<file path="src/rtl/rs_wakeup_station_if.sv">
// Dispatch, CDB and issue signals of rs_wakeup_station.
// The master side drives dispatch, the CDB and issue_ready; the slave side is the station.
interface rs_wakeup_station_if #(
  parameter int DEPTH  = 4,
  parameter int DATA_W = 32,
  parameter int TAG_W  = 4,
  parameter int OP_W   = 6
);
  localparam int CNT_W = $clog2(DEPTH) + 1;

  logic              flush;

  logic              push_valid;
  logic              push_ready;
  logic [OP_W-1:0]   push_op;
  logic [TAG_W-1:0]  push_tag1;
  logic [TAG_W-1:0]  push_tag2;
  logic [DATA_W-1:0] push_val1;
  logic [DATA_W-1:0] push_val2;
  logic [TAG_W-1:0]  push_target;

  logic              cdb_valid;
  logic [TAG_W-1:0]  cdb_tag;
  logic [DATA_W-1:0] cdb_data;

  logic              issue_valid;
  logic              issue_ready;
  logic [OP_W-1:0]   issue_op;
  logic [DATA_W-1:0] issue_val1;
  logic [DATA_W-1:0] issue_val2;
  logic [TAG_W-1:0]  issue_target;

  logic [CNT_W-1:0]  count;

  modport master (
    output flush,
    output push_valid, push_op, push_tag1, push_tag2, push_val1, push_val2, push_target,
    input  push_ready,
    output cdb_valid, cdb_tag, cdb_data,
    output issue_ready,
    input  issue_valid, issue_op, issue_val1, issue_val2, issue_target,
    input  count
  );

  modport slave (
    input  flush,
    input  push_valid, push_op, push_tag1, push_tag2, push_val1, push_val2, push_target,
    output push_ready,
    input  cdb_valid, cdb_tag, cdb_data,
    input  issue_ready,
    output issue_valid, issue_op, issue_val1, issue_val2, issue_target,
    output count
  );
endinterface

</file>
<file path="src/rtl/rs_wakeup_station.sv">
// Reservation station: CDB operand wakeup, age-matrix oldest-ready select, flush.
// Optional RS_CDB_BYPASS_EN: a push captures a same-cycle CDB result for matching tags.
module rs_wakeup_station #(
  parameter int DEPTH  = 4,
  parameter int DATA_W = 32,
  parameter int TAG_W  = 4,
  parameter int OP_W   = 6
) (
  input logic                clk,
  input logic                rst_n,
  rs_wakeup_station_if.slave bus
);
  localparam int IDX_W = $clog2(DEPTH);
  localparam int CNT_W = $clog2(DEPTH) + 1;
  localparam logic [CNT_W-1:0] DEPTH_C = CNT_W'(DEPTH);

  logic [DEPTH-1:0]  valid_q, valid_d;
  logic [OP_W-1:0]   op_q     [DEPTH];
  logic [OP_W-1:0]   op_d     [DEPTH];
  logic [TAG_W-1:0]  tag1_q   [DEPTH];
  logic [TAG_W-1:0]  tag1_d   [DEPTH];
  logic [TAG_W-1:0]  tag2_q   [DEPTH];
  logic [TAG_W-1:0]  tag2_d   [DEPTH];
  logic [DATA_W-1:0] val1_q   [DEPTH];
  logic [DATA_W-1:0] val1_d   [DEPTH];
  logic [DATA_W-1:0] val2_q   [DEPTH];
  logic [DATA_W-1:0] val2_d   [DEPTH];
  logic [TAG_W-1:0]  target_q [DEPTH];
  logic [TAG_W-1:0]  target_d [DEPTH];
  // older_q[i][j] set means entry i was pushed before entry j
  logic [DEPTH-1:0]  older_q  [DEPTH];
  logic [DEPTH-1:0]  older_d  [DEPTH];
  logic [CNT_W-1:0]  count_q, count_d;

  logic [DEPTH-1:0]  ready;
  logic [DEPTH-1:0]  older_ready;
  logic [DEPTH-1:0]  sel_oh;
  logic              push_fire;
  logic              issue_fire;
  logic [IDX_W-1:0]  push_idx;
  logic [TAG_W-1:0]  in_tag1, in_tag2;
  logic [DATA_W-1:0] in_val1, in_val2;

  assign bus.push_ready  = (count_q < DEPTH_C);
  assign bus.count       = count_q;
  assign bus.issue_valid = |ready;

  assign push_fire  = bus.push_valid  && bus.push_ready  && !bus.flush;
  assign issue_fire = bus.issue_valid && bus.issue_ready && !bus.flush;

  // Oldest ready entry: ready and no other ready entry is older than it.
  always_comb begin
    // NOTE: every combinational output gets a default first so no path infers a latch.
    ready       = '0;
    older_ready = '0;
    for (int i = 0; i < DEPTH; i++) begin
      ready[i] = valid_q[i] && (tag1_q[i] == '0) && (tag2_q[i] == '0);
    end
    for (int i = 0; i < DEPTH; i++) begin
      for (int j = 0; j < DEPTH; j++) begin
        if (ready[j] && older_q[j][i]) older_ready[i] = 1'b1;
      end
    end
  end

  assign sel_oh = ready & ~older_ready;

  always_comb begin
    bus.issue_op     = '0;
    bus.issue_val1   = '0;
    bus.issue_val2   = '0;
    bus.issue_target = '0;
    for (int i = 0; i < DEPTH; i++) begin
      if (sel_oh[i]) begin
        bus.issue_op     = op_q[i];
        bus.issue_val1   = val1_q[i];
        bus.issue_val2   = val2_q[i];
        bus.issue_target = target_q[i];
      end
    end
  end

  always_comb begin
    push_idx = '0;
    for (int i = DEPTH - 1; i >= 0; i--) begin
      if (!valid_q[i]) push_idx = IDX_W'(i);
    end
  end

  always_comb begin
    in_tag1 = bus.push_tag1;
    in_tag2 = bus.push_tag2;
    in_val1 = bus.push_val1;
    in_val2 = bus.push_val2;
`ifdef RS_CDB_BYPASS_EN
    if (bus.cdb_valid && bus.push_tag1 != '0 && bus.push_tag1 == bus.cdb_tag) begin
      in_tag1 = '0;
      in_val1 = bus.cdb_data;
    end
    if (bus.cdb_valid && bus.push_tag2 != '0 && bus.push_tag2 == bus.cdb_tag) begin
      in_tag2 = '0;
      in_val2 = bus.cdb_data;
    end
`else
    // Dispatch never offers a tag that is on the CDB in the same cycle.
    in_tag1 = bus.push_tag1;
`endif
  end

  always_comb begin
    valid_d  = valid_q;
    op_d     = op_q;
    tag1_d   = tag1_q;
    tag2_d   = tag2_q;
    val1_d   = val1_q;
    val2_d   = val2_q;
    target_d = target_q;
    older_d  = older_q;

    // Tag 0 never matches, so already-present operands are never overwritten.
    for (int i = 0; i < DEPTH; i++) begin
      if (bus.cdb_valid && valid_q[i] && tag1_q[i] != '0 && tag1_q[i] == bus.cdb_tag) begin
        tag1_d[i] = '0;
        val1_d[i] = bus.cdb_data;
      end
      if (bus.cdb_valid && valid_q[i] && tag2_q[i] != '0 && tag2_q[i] == bus.cdb_tag) begin
        tag2_d[i] = '0;
        val2_d[i] = bus.cdb_data;
      end
    end

    if (issue_fire) valid_d = valid_d & ~sel_oh;

    if (push_fire) begin
      valid_d[push_idx]  = 1'b1;
      op_d[push_idx]     = bus.push_op;
      tag1_d[push_idx]   = in_tag1;
      tag2_d[push_idx]   = in_tag2;
      val1_d[push_idx]   = in_val1;
      val2_d[push_idx]   = in_val2;
      target_d[push_idx] = bus.push_target;
      older_d[push_idx]  = '0;
      for (int j = 0; j < DEPTH; j++) begin
        older_d[j][push_idx] = valid_q[j];
      end
    end

    count_d = count_q + CNT_W'(push_fire) - CNT_W'(issue_fire);

    if (bus.flush) begin
      valid_d = '0;
      count_d = '0;
    end
  end

  always_ff @(posedge clk) begin
    // NOTE: sequential state is updated with non-blocking assignments only.
    if (!rst_n) begin
      valid_q <= '0;
      count_q <= '0;
    end else begin
      valid_q <= valid_d;
      count_q <= count_d;
    end
  end

  // NOTE: payload and age matrix are only read through valid_q, so they carry no reset.
  always_ff @(posedge clk) begin
    op_q     <= op_d;
    tag1_q   <= tag1_d;
    tag2_q   <= tag2_d;
    val1_q   <= val1_d;
    val2_q   <= val2_d;
    target_q <= target_d;
    older_q  <= older_d;
  end
endmodule
</file>
<file path="src/flat_wrapper.sv">
// flat-port wrapper written by rule: the top's interface ports become plain ports
module rs_wakeup_station_flat 
#(
  parameter int DEPTH  = 4,
  parameter int DATA_W = 32,
  parameter int TAG_W  = 4,
  parameter int OP_W   = 6
)
  (clk, rst_n, bus_flush, bus_push_valid, bus_push_op, bus_push_tag1, bus_push_tag2, bus_push_val1, bus_push_val2, bus_push_target, bus_push_ready, bus_cdb_valid, bus_cdb_tag, bus_cdb_data, bus_issue_ready, bus_issue_valid, bus_issue_op, bus_issue_val1, bus_issue_val2, bus_issue_target, bus_count);
  rs_wakeup_station_if #(.DEPTH(DEPTH), .DATA_W(DATA_W), .TAG_W(TAG_W), .OP_W(OP_W)) bus_i ();
  input logic clk;
  input logic rst_n;
  input wire logic [$bits(bus_i.flush)-1:0] bus_flush;
  input wire logic [$bits(bus_i.push_valid)-1:0] bus_push_valid;
  input wire logic [$bits(bus_i.push_op)-1:0] bus_push_op;
  input wire logic [$bits(bus_i.push_tag1)-1:0] bus_push_tag1;
  input wire logic [$bits(bus_i.push_tag2)-1:0] bus_push_tag2;
  input wire logic [$bits(bus_i.push_val1)-1:0] bus_push_val1;
  input wire logic [$bits(bus_i.push_val2)-1:0] bus_push_val2;
  input wire logic [$bits(bus_i.push_target)-1:0] bus_push_target;
  output wire logic [$bits(bus_i.push_ready)-1:0] bus_push_ready;
  input wire logic [$bits(bus_i.cdb_valid)-1:0] bus_cdb_valid;
  input wire logic [$bits(bus_i.cdb_tag)-1:0] bus_cdb_tag;
  input wire logic [$bits(bus_i.cdb_data)-1:0] bus_cdb_data;
  input wire logic [$bits(bus_i.issue_ready)-1:0] bus_issue_ready;
  output wire logic [$bits(bus_i.issue_valid)-1:0] bus_issue_valid;
  output wire logic [$bits(bus_i.issue_op)-1:0] bus_issue_op;
  output wire logic [$bits(bus_i.issue_val1)-1:0] bus_issue_val1;
  output wire logic [$bits(bus_i.issue_val2)-1:0] bus_issue_val2;
  output wire logic [$bits(bus_i.issue_target)-1:0] bus_issue_target;
  output wire logic [$bits(bus_i.count)-1:0] bus_count;
  assign bus_i.flush = bus_flush;
  assign bus_i.push_valid = bus_push_valid;
  assign bus_i.push_op = bus_push_op;
  assign bus_i.push_tag1 = bus_push_tag1;
  assign bus_i.push_tag2 = bus_push_tag2;
  assign bus_i.push_val1 = bus_push_val1;
  assign bus_i.push_val2 = bus_push_val2;
  assign bus_i.push_target = bus_push_target;
  assign bus_push_ready = bus_i.push_ready;
  assign bus_i.cdb_valid = bus_cdb_valid;
  assign bus_i.cdb_tag = bus_cdb_tag;
  assign bus_i.cdb_data = bus_cdb_data;
  assign bus_i.issue_ready = bus_issue_ready;
  assign bus_issue_valid = bus_i.issue_valid;
  assign bus_issue_op = bus_i.issue_op;
  assign bus_issue_val1 = bus_i.issue_val1;
  assign bus_issue_val2 = bus_i.issue_val2;
  assign bus_issue_target = bus_i.issue_target;
  assign bus_count = bus_i.count;
  rs_wakeup_station #(.DEPTH(DEPTH), .DATA_W(DATA_W), .TAG_W(TAG_W), .OP_W(OP_W)) u_core (.clk(clk), .rst_n(rst_n), .bus(bus_i));
endmodule
</file>
<file path="config.mk">
export PLATFORM = sky130hd
export DESIGN_NAME = rs_wakeup_station_flat
export DESIGN_NICKNAME = d
export VERILOG_FILES = /design/src/rtl/rs_wakeup_station_if.sv /design/src/rtl/rs_wakeup_station.sv /design/src/flat_wrapper.sv
export SDC_FILE = /design/constraint.sdc
export NUM_CORES = 1
export LEC_CHECK = 0
export CAP_MARGIN = 20
export CORE_AREA = 2 2 184 186
export CTS_BUF_LIST = sky130_fd_sc_hd__clkbuf_8
export CTS_CLUSTER_SIZE = 14
export DETAILED_ROUTE_END_ITERATION = 8
export DIE_AREA = 0 0 186 188
export PLACE_DENSITY_LB_ADDON = 0.12
export SLEW_MARGIN = 20
export SYNTH_ARGS = -nofsm -noshare
export SYNTH_HDL_FRONTEND = slang
export SYNTH_SLANG_ARGS = --single-unit
</file>
<file path="constraint.sdc">
create_clock -name clk -period 7.2 [get_ports clk]
set_clock_uncertainty 0.1 [all_clocks]
set_input_delay 1.8 -clock clk [delete_from_list [all_inputs] [get_ports clk]]
set_output_delay 1.8 -clock clk [all_outputs]
set_load 0.05 [all_outputs]
</file>
==> key figures, run 1 <==
Worst setup path
  – Worst Path Max Fanout: 42
  – CP Class: register to output port
  – Flop2flop setup slack: 4.03 ns
  – Nature of the critical path endpoint: output port
  – Crit path arrival time: 4.61 ns
  – Kind of cell adding the most delay to the critical path: simple AND/OR/NAND/NOR gates
  – Required @ worst endpoint: 5.30 ns
  – CP bufs+invs: 2
  – Crit path largest cell delay: 0.84 ns
  – Crit start category: register
  – Critical-path cell list: nor3b_1 > nand4b_1 > and4b_4 > buf_4 > and2_1 > a211oi_1 > nor2_1 > clkdlybuf4s50_1
  – CP max-delay cell: clkdlybuf4s50_1

Floorplan
  – Io pins: 203
  – Die Height: 188 um
  – Die width: 186 um
  – Die area: 35,000 sq um
  – Total core area: 33,100 sq um
  – Initial Utilization: 0.489
  – Rows: 67

Timing
  – Period minus WS final: 6.51 ns
  – Final Cycle Share: 0.904
  – Tightest Pin Transition: 1.10 ns
  – Setup tns final: 0 ns
  – Peak Freq: 154 MHz
  – Hold Vio Cnt, Final: 0
  – Slew HR: 0.264
  – Worst setup margin: 0.692 ns
  – Max-slew violations: 0
  – RSZ-0062 raised after global routing: false
  – Setup-failing EPs final: 0

Synth
  – Ys async rst share: 0
  – Yosys reg bits: 351
  – Yosys warns: 0
  – Synthesized area: 16,200 sq um
  – Synth Area per Inst: 8.69 sq um
  – Post-synthesis sequential area ratio: 0.468
  – EDFF count, synth: 56
  – Post-synthesis cell count: 1,865
  – Cell variety after synth: 41
  – Synth Flop Type: dfxtp_1
  – Post-synthesis net count: 1,992

Detailed routing
  – DR WL/cell: 19.4 um
  – Vias: 13,900
  – 1st-pass router iterations: 5
  – Post-route ant nets: 0
  – Final Routed Wirelength: 47,900 um
  – Via/cell ratio: 5.61
  – # DRC: 0
  – Starting DRT DRC Count: 1,032

Place
  – Dpl hpwl: 28,000 um
  – # port buffers: 202
  – Pre-CTS WS: 1.37 ns
  – Gpl congestion: 0.882

Power and ir drop
  – VDD IR max: 0.130 mV
  – Clk network pwr share: 0.394
  – Internal Pwr Total: 3.26 mW
  – Power per Cell Area: 224 nW/um^2
  – Sw Share: 0.249
  – Net Switching: 1.08 mW
  – Gate power share: 0.083
  – Leak: 8.59 nW
  – Seq pwr share: 0.523

Final layout
  – Most frequent cells in the layout: nand2_1 (401), dfxtp_1 (295), o21ai_0 (283)
  – Final net count: 2,100
  – Commonest non-fill, non-tap cell in the layout: nand2_1
  – Layout cell share with drive strength beyond 1: 0.0595
  – Synthesis-to-layout area growth: 19.6%
  – Final core occ: 0.586

GRT
  – Initial antenna violation count: 4
  – Aggregate global routing overflow: 0
  – Vias in the first global route: 13,400
  – All-Layer GR Usage: 0.270
  – Largest net degree at the start of global routing: 156
  – First-pass GRT wire length: 74,500 um

Clock tree
  – Post-CTS Hold Fix Bufs: 0
  – Root buf cell: clkbuf_8
  – Clock buffer depth: 3
  – Post_cts resized: 0
  – CTS tree: done
  – Clock Latency Late Sink: 0.59 ns
  – Setup Buffers After CTS: 0
  – CTS H-tree depth: 2
  – Number of buffers created by CTS: 58
  – CTS clk-pin slew, worst paths: 0.06 ns
  – Clock sinks: 351

Run
  – Max_cap viols: 0

Run status
  – Outcome: completed

Hold path
  – Hold crit path type: register to register
flip-flops by register name, summed over array words and instances (netlist names), named ones only:
signal / flops
u_core.bus.count: 3
u_core.older_q: 12
u_core.op_q: 24
u_core.tag1_q: 16
u_core.tag2_q: 16
u_core.target_q: 16
u_core.val1_q: 128
u_core.val2_q: 128
u_core.valid_q: 4
cell families after synthesis:
| group | after synthesis | share of synthesized area |
|---|---|---|
| xor gates and xnor gates | 29 | 0.0157 |
| adders and majority gates | 3 | 0.00278 |
| muxes | 257 | 0.159 |
| and+or+nand+nor | 511 | 0.134 |
| AOI/OAI and AO/OA | 521 | 0.167 |
| DFF | 351 | 0.468 |
| buffers and inverters | 193 | 0.0531 |
path summary, 6_finish.rpt:
path	from	end	cells after the start
hold / removal	u_core.tag2_q[10]	u_core.tag2_q[10]	2
hold reg to reg	u_core.tag2_q[10]	u_core.tag2_q[10]	2
setup / recovery	u_core.valid_q[1]	bus_issue_val1[29]	8
setup reg to reg	u_core.valid_q[1]	u_core.bus.count[2]	12
metal layers:
layer	GRT usage	vias to the layer above	share of wire	routed length, um
met2	0.445	423	0.47	22500
met1	0.370	6625	0.46	22000
met3	0.0406	64	0.055	2620
met5	0	-	0.00027	13
met4	0.0700	2	0.017	822
li1	-	6740	-	-
cell usage after synthesis (all sizes together), types with 3 or more instances:
| cell | n | area, sq um |
|---|---|---|
| nand2 | 402 | 1510 |
| dfxtp | 295 | 5910 |
| o21ai | 283 | 1420 |
| mux2i | 256 | 2560 |
| a21oi | 158 | 791 |
| clkbuf | 113 | 424 |
| o22ai | 74 | 463 |
| buf | 63 | 373 |
| edfxtp | 56 | 1680 |
| nor2 | 22 | 82.6 |
| nand3 | 20 | 100 |
| nand4 | 19 | 134 |
| xor2 | 19 | 166 |
| inv | 17 | 63.8 |
| nor3 | 14 | 70.1 |
| xnor2 | 10 | 87.6 |
| nor4 | 8 | 77.6 |
| or4 | 6 | 48.8 |
| nand4b | 4 | 35.0 |
| nor2b | 4 | 25.0 |
| a31oi | 3 | 18.8 |
worst register-to-register path: stages, from the launching register on:
cell     delay, ns
dfxtp_1       0.58
nor3b_1       0.57
nand3_1       0.16
nand4_1       0.22
nand3_1       0.21
inv_1         0.10
ha_1          0.12
inv_1         0.04
ha_1          0.19
fa_1          0.40
xnor2_1       0.18
xnor2_1       0.14
nor2_1        0.05
per-stage QoR:
| stage | hold WS [ns] | area (sq um) | total power [mW] | cells |
|---|---|---|---|---|
| floorplan | 0.320 | 16200 | 2.50 | 1865 |
| global placement | 0.372 | 18200 | 2.65 | 2361 |
| detailed placement | 0.378 | 18200 | 2.67 | 2361 |
| CTS | 0.387 | 19400 | 4.36 | 2466 |
| global route | 0.415 | 19400 | 4.52 | 2469 |
| finish | 0.388 | 19400 | 4.34 | 2469 |
final cells by class:
type / instances / area (sq um)
Fill cell: 2978 / 13700
Multi-Input combinational cell: 1321 / 7810
Antenna cell: 3 / 7.51
Clock inverter: 31 / 125
Timing Repair Buffer: 224 / 2210
Tap cell: 448 / 561
Sequential cell: 351 / 7590
Inverter: 17 / 66.3
Clock buffer: 74 / 1020
power by group through the flow:
stage | clock (mW) | combinational, mW | sequential [mW]
after global placement | 0 | 0.344 | 2.30
after floorplan | 0 | 0.220 | 2.28
final | 1.71 | 0.362 | 2.27
after detailed placement | 0 | 0.359 | 2.31
after global routing | 1.83 | 0.404 | 2.29
after CTS | 1.73 | 0.360 | 2.27
Power figures use the tool's default switching activity.
==> run 2: changes to the inputs <==
Settings changed: SETUP_SLACK_MARGIN set to 0.4.
==> results of run 2 <==
Same layout as run 1: the final DEF is identical, and so are final timing and power.
==> run 3: changes to the inputs <==
Settings changed: CTS_BUF_LIST sky130_fd_sc_hd__clkbuf_8 to not set, TNS_END_PERCENT set to 10.
==> run 3 against run 2 <==
Critical path type unchanged. Sequential power about the same. First-iteration DRC count up 0.29%. Global-route usage down 0.13 points. Maximum frequency increased by 1.5%. Count of clock-buffer cells in the layout decreased by 20. Core utilization increased by 0.31 points.
==> key figures, run 3 (synthesis gave the netlist of run 1 again) <==
Run status
  – Outcome: completed

Worst setup path
  – CP Class: register to output port
  – Required @ worst endpoint: 5.30 ns (about the same)
  – Worst Path Max Fanout: 35 (-17%)
  – Crit start category: register
  – CP bufs+invs: 2 (unchanged)
  – Kind of cell adding the most delay to the critical path: simple AND/OR/NAND/NOR gates
  – CP max-delay cell: clkdlybuf4s50_1
  – Nature of the critical path endpoint: output port
  – Flop2flop setup slack: 4.03 ns (about the same)
  – Crit path arrival time: 4.51 ns (-0.10 ns)
  – Crit path largest cell delay: 0.89 ns (+0.05 ns)
  – Critical-path cell list: nor2b_1 > nand4_1 > and4b_4 > nor2b_4 > buf_4 > nand2_1 > a21oi_1 > clkdlybuf4s50_1

Detailed routing
  – 1st-pass router iterations: 6 (+1)
  – Post-route ant nets: 0 (unchanged)
  – # DRC: 0 (unchanged)
  – Vias: 13,900 (+0.38%)
  – DR WL/cell: 19.5 um (+0.68%)
  – Starting DRT DRC Count: 1,035 (+0.29%)
  – Final Routed Wirelength: 47,600 um (-0.74%)
  – Via/cell ratio: 5.71 (+1.8%)

Clock tree
  – Number of buffers created by CTS: 39 (-33%)
  – Clock buffer depth: 3 (unchanged)
  – CTS tree: done
  – Post_cts resized: 0 (unchanged)
  – CTS clk-pin slew, worst paths: 0.06 ns (about the same)
  – Clock sinks: 351 (unchanged)
  – Clock Latency Late Sink: 0.53 ns (-0.06 ns)
  – Setup Buffers After CTS: 0 (unchanged)
  – Post-CTS Hold Fix Bufs: 0 (unchanged)
  – Root buf cell: clkbuf_16
  – CTS H-tree depth: 2 (unchanged)

Power and ir drop
  – VDD IR max: 0.138 mV (+6.4%)
  – Power per Cell Area: 234 nW/um^2 (+4.6%)
  – Leak: 8.52 nW (-0.86%)
  – Final Power: 4.57 mW (+5.1%)

GRT
  – Aggregate global routing overflow: 0 (unchanged)
  – Initial antenna violation count: 4 (unchanged)
  – All-Layer GR Usage: 0.269 (-0.00134)
  – First-pass GRT wire length: 74,100 um (-0.63%)
  – Vias in the first global route: 13,300 (-1.0%)
  – Largest net degree at the start of global routing: 156 (unchanged)

Final layout
  – Fill cell count: 2,930 (-1.6%)
  – Most frequent cells in the layout: nand2_1 (401), dfxtp_1 (295), o21ai_0 (283)
  – Regs by FF count: u_core.val1_q (128), u_core.val2_q (128), u_core.op_q (24)
  – Final net count: 2,081 (-0.90%)
  – Commonest non-fill, non-tap cell in the layout: nand2_1
  – Final core occ: 0.589 (+0.00314)
  – Layout cell share with drive strength beyond 1: 0.0524 (-0.00702)
  – Synthesis-to-layout area growth: 20.3%

Floorplan
  – Initial Utilization: 0.489 (unchanged)
  – Rows: 67 (unchanged)
  – Die Height: 188 um (unchanged)
  – Total core area: 33,100 sq um (unchanged)
  – Die width: 186 um (unchanged)
  – Io pins: 203 (unchanged)
  – Die area: 35,000 sq um (unchanged)

Timing
  – Hold Vio Cnt, Final: 0 (unchanged)
  – Worst setup margin: 0.791 ns (+0.0985 ns)
  – Final Cycle Share: 0.890 (-0.0137)
  – Hold slack: 0.384 ns (-0.00331 ns)
  – Period minus WS final: 6.41 ns (-0.0985 ns)
  – Peak Freq: 156 MHz (+1.5%)
  – Tightest Pin Transition: 1.10 ns (-0.00460 ns)
  – Slew HR: 0.267 (+0.00307)
  – Setup tns final: 0 ns (unchanged)
  – RSZ-0062 raised after global routing: false
  – Max-slew violations: 0 (unchanged)
  – Setup-failing EPs final: 0 (unchanged)

Hold path
  – Hold crit path type: register to register

Place
  – Gpl congestion: 0.882 (unchanged)
  – Pre-CTS WS: 1.37 ns (unchanged)
  – Dpl hpwl: 28,000 um (unchanged)
  – # port buffers: 202 (unchanged)

Run
  – Max_cap viols: 0 (unchanged)
## run 3: final cells by class
cell class | count | area, sq um | area share
diodes | 3 | 7.51 | 0.000385
flip-flops and latches | 351 | 7590 | 0.389
multi-input cells | 1321 | 7810 | 0.401
clock buffers | 54 | 1120 | 0.0576
repair buffers | 224 | 2210 | 0.113
clock inverters | 16 | 124 | 0.00635
inverters | 17 | 66.3 | 0.00340
well taps | 448 | 561 | 0.0288
## run 3: tightest hold or removal path, delay by kind of cell (launching register included)
family / cells / cell delay, ns
flops: 1 / 0.33
simple gates: 2 / 0.12
## run 3: layer usage
metal	global-route usage	wire length [um]	up-vias
met2	0.440	22200	501
met1	0.370	21600	6636
met3	0.0367	2760	63
met4	0.0757	965	2
li1	-	-	6704
met5	0	13	-
## run 3: where the power goes
part           internal (mW)  total [mW]  leakage (nW)  switching, mW
registers               2.17        2.27          2.93         0.0998
clock network           1.13        1.93         0.618          0.805
logic                  0.176       0.362          4.97          0.186
## run 3: per-stage QoR
stage                     cells  cell area, sq um
after floorplan            1865             16200
after global placement     2361             18200
after detailed placement   2361             18200
after CTS                  2431             19500
after global routing       2434             19500
final                      2434             19500
## run 3: final timing paths
kind,start,end,cells after the start
min,u_core.tag2_q[10],u_core.tag2_q[10],2
max,u_core.valid_q[0],bus_issue_val1[3],8
max reg2reg,u_core.bus.count[2],u_core.op_q[16],6
min reg2reg,u_core.tag2_q[10],u_core.tag2_q[10],2
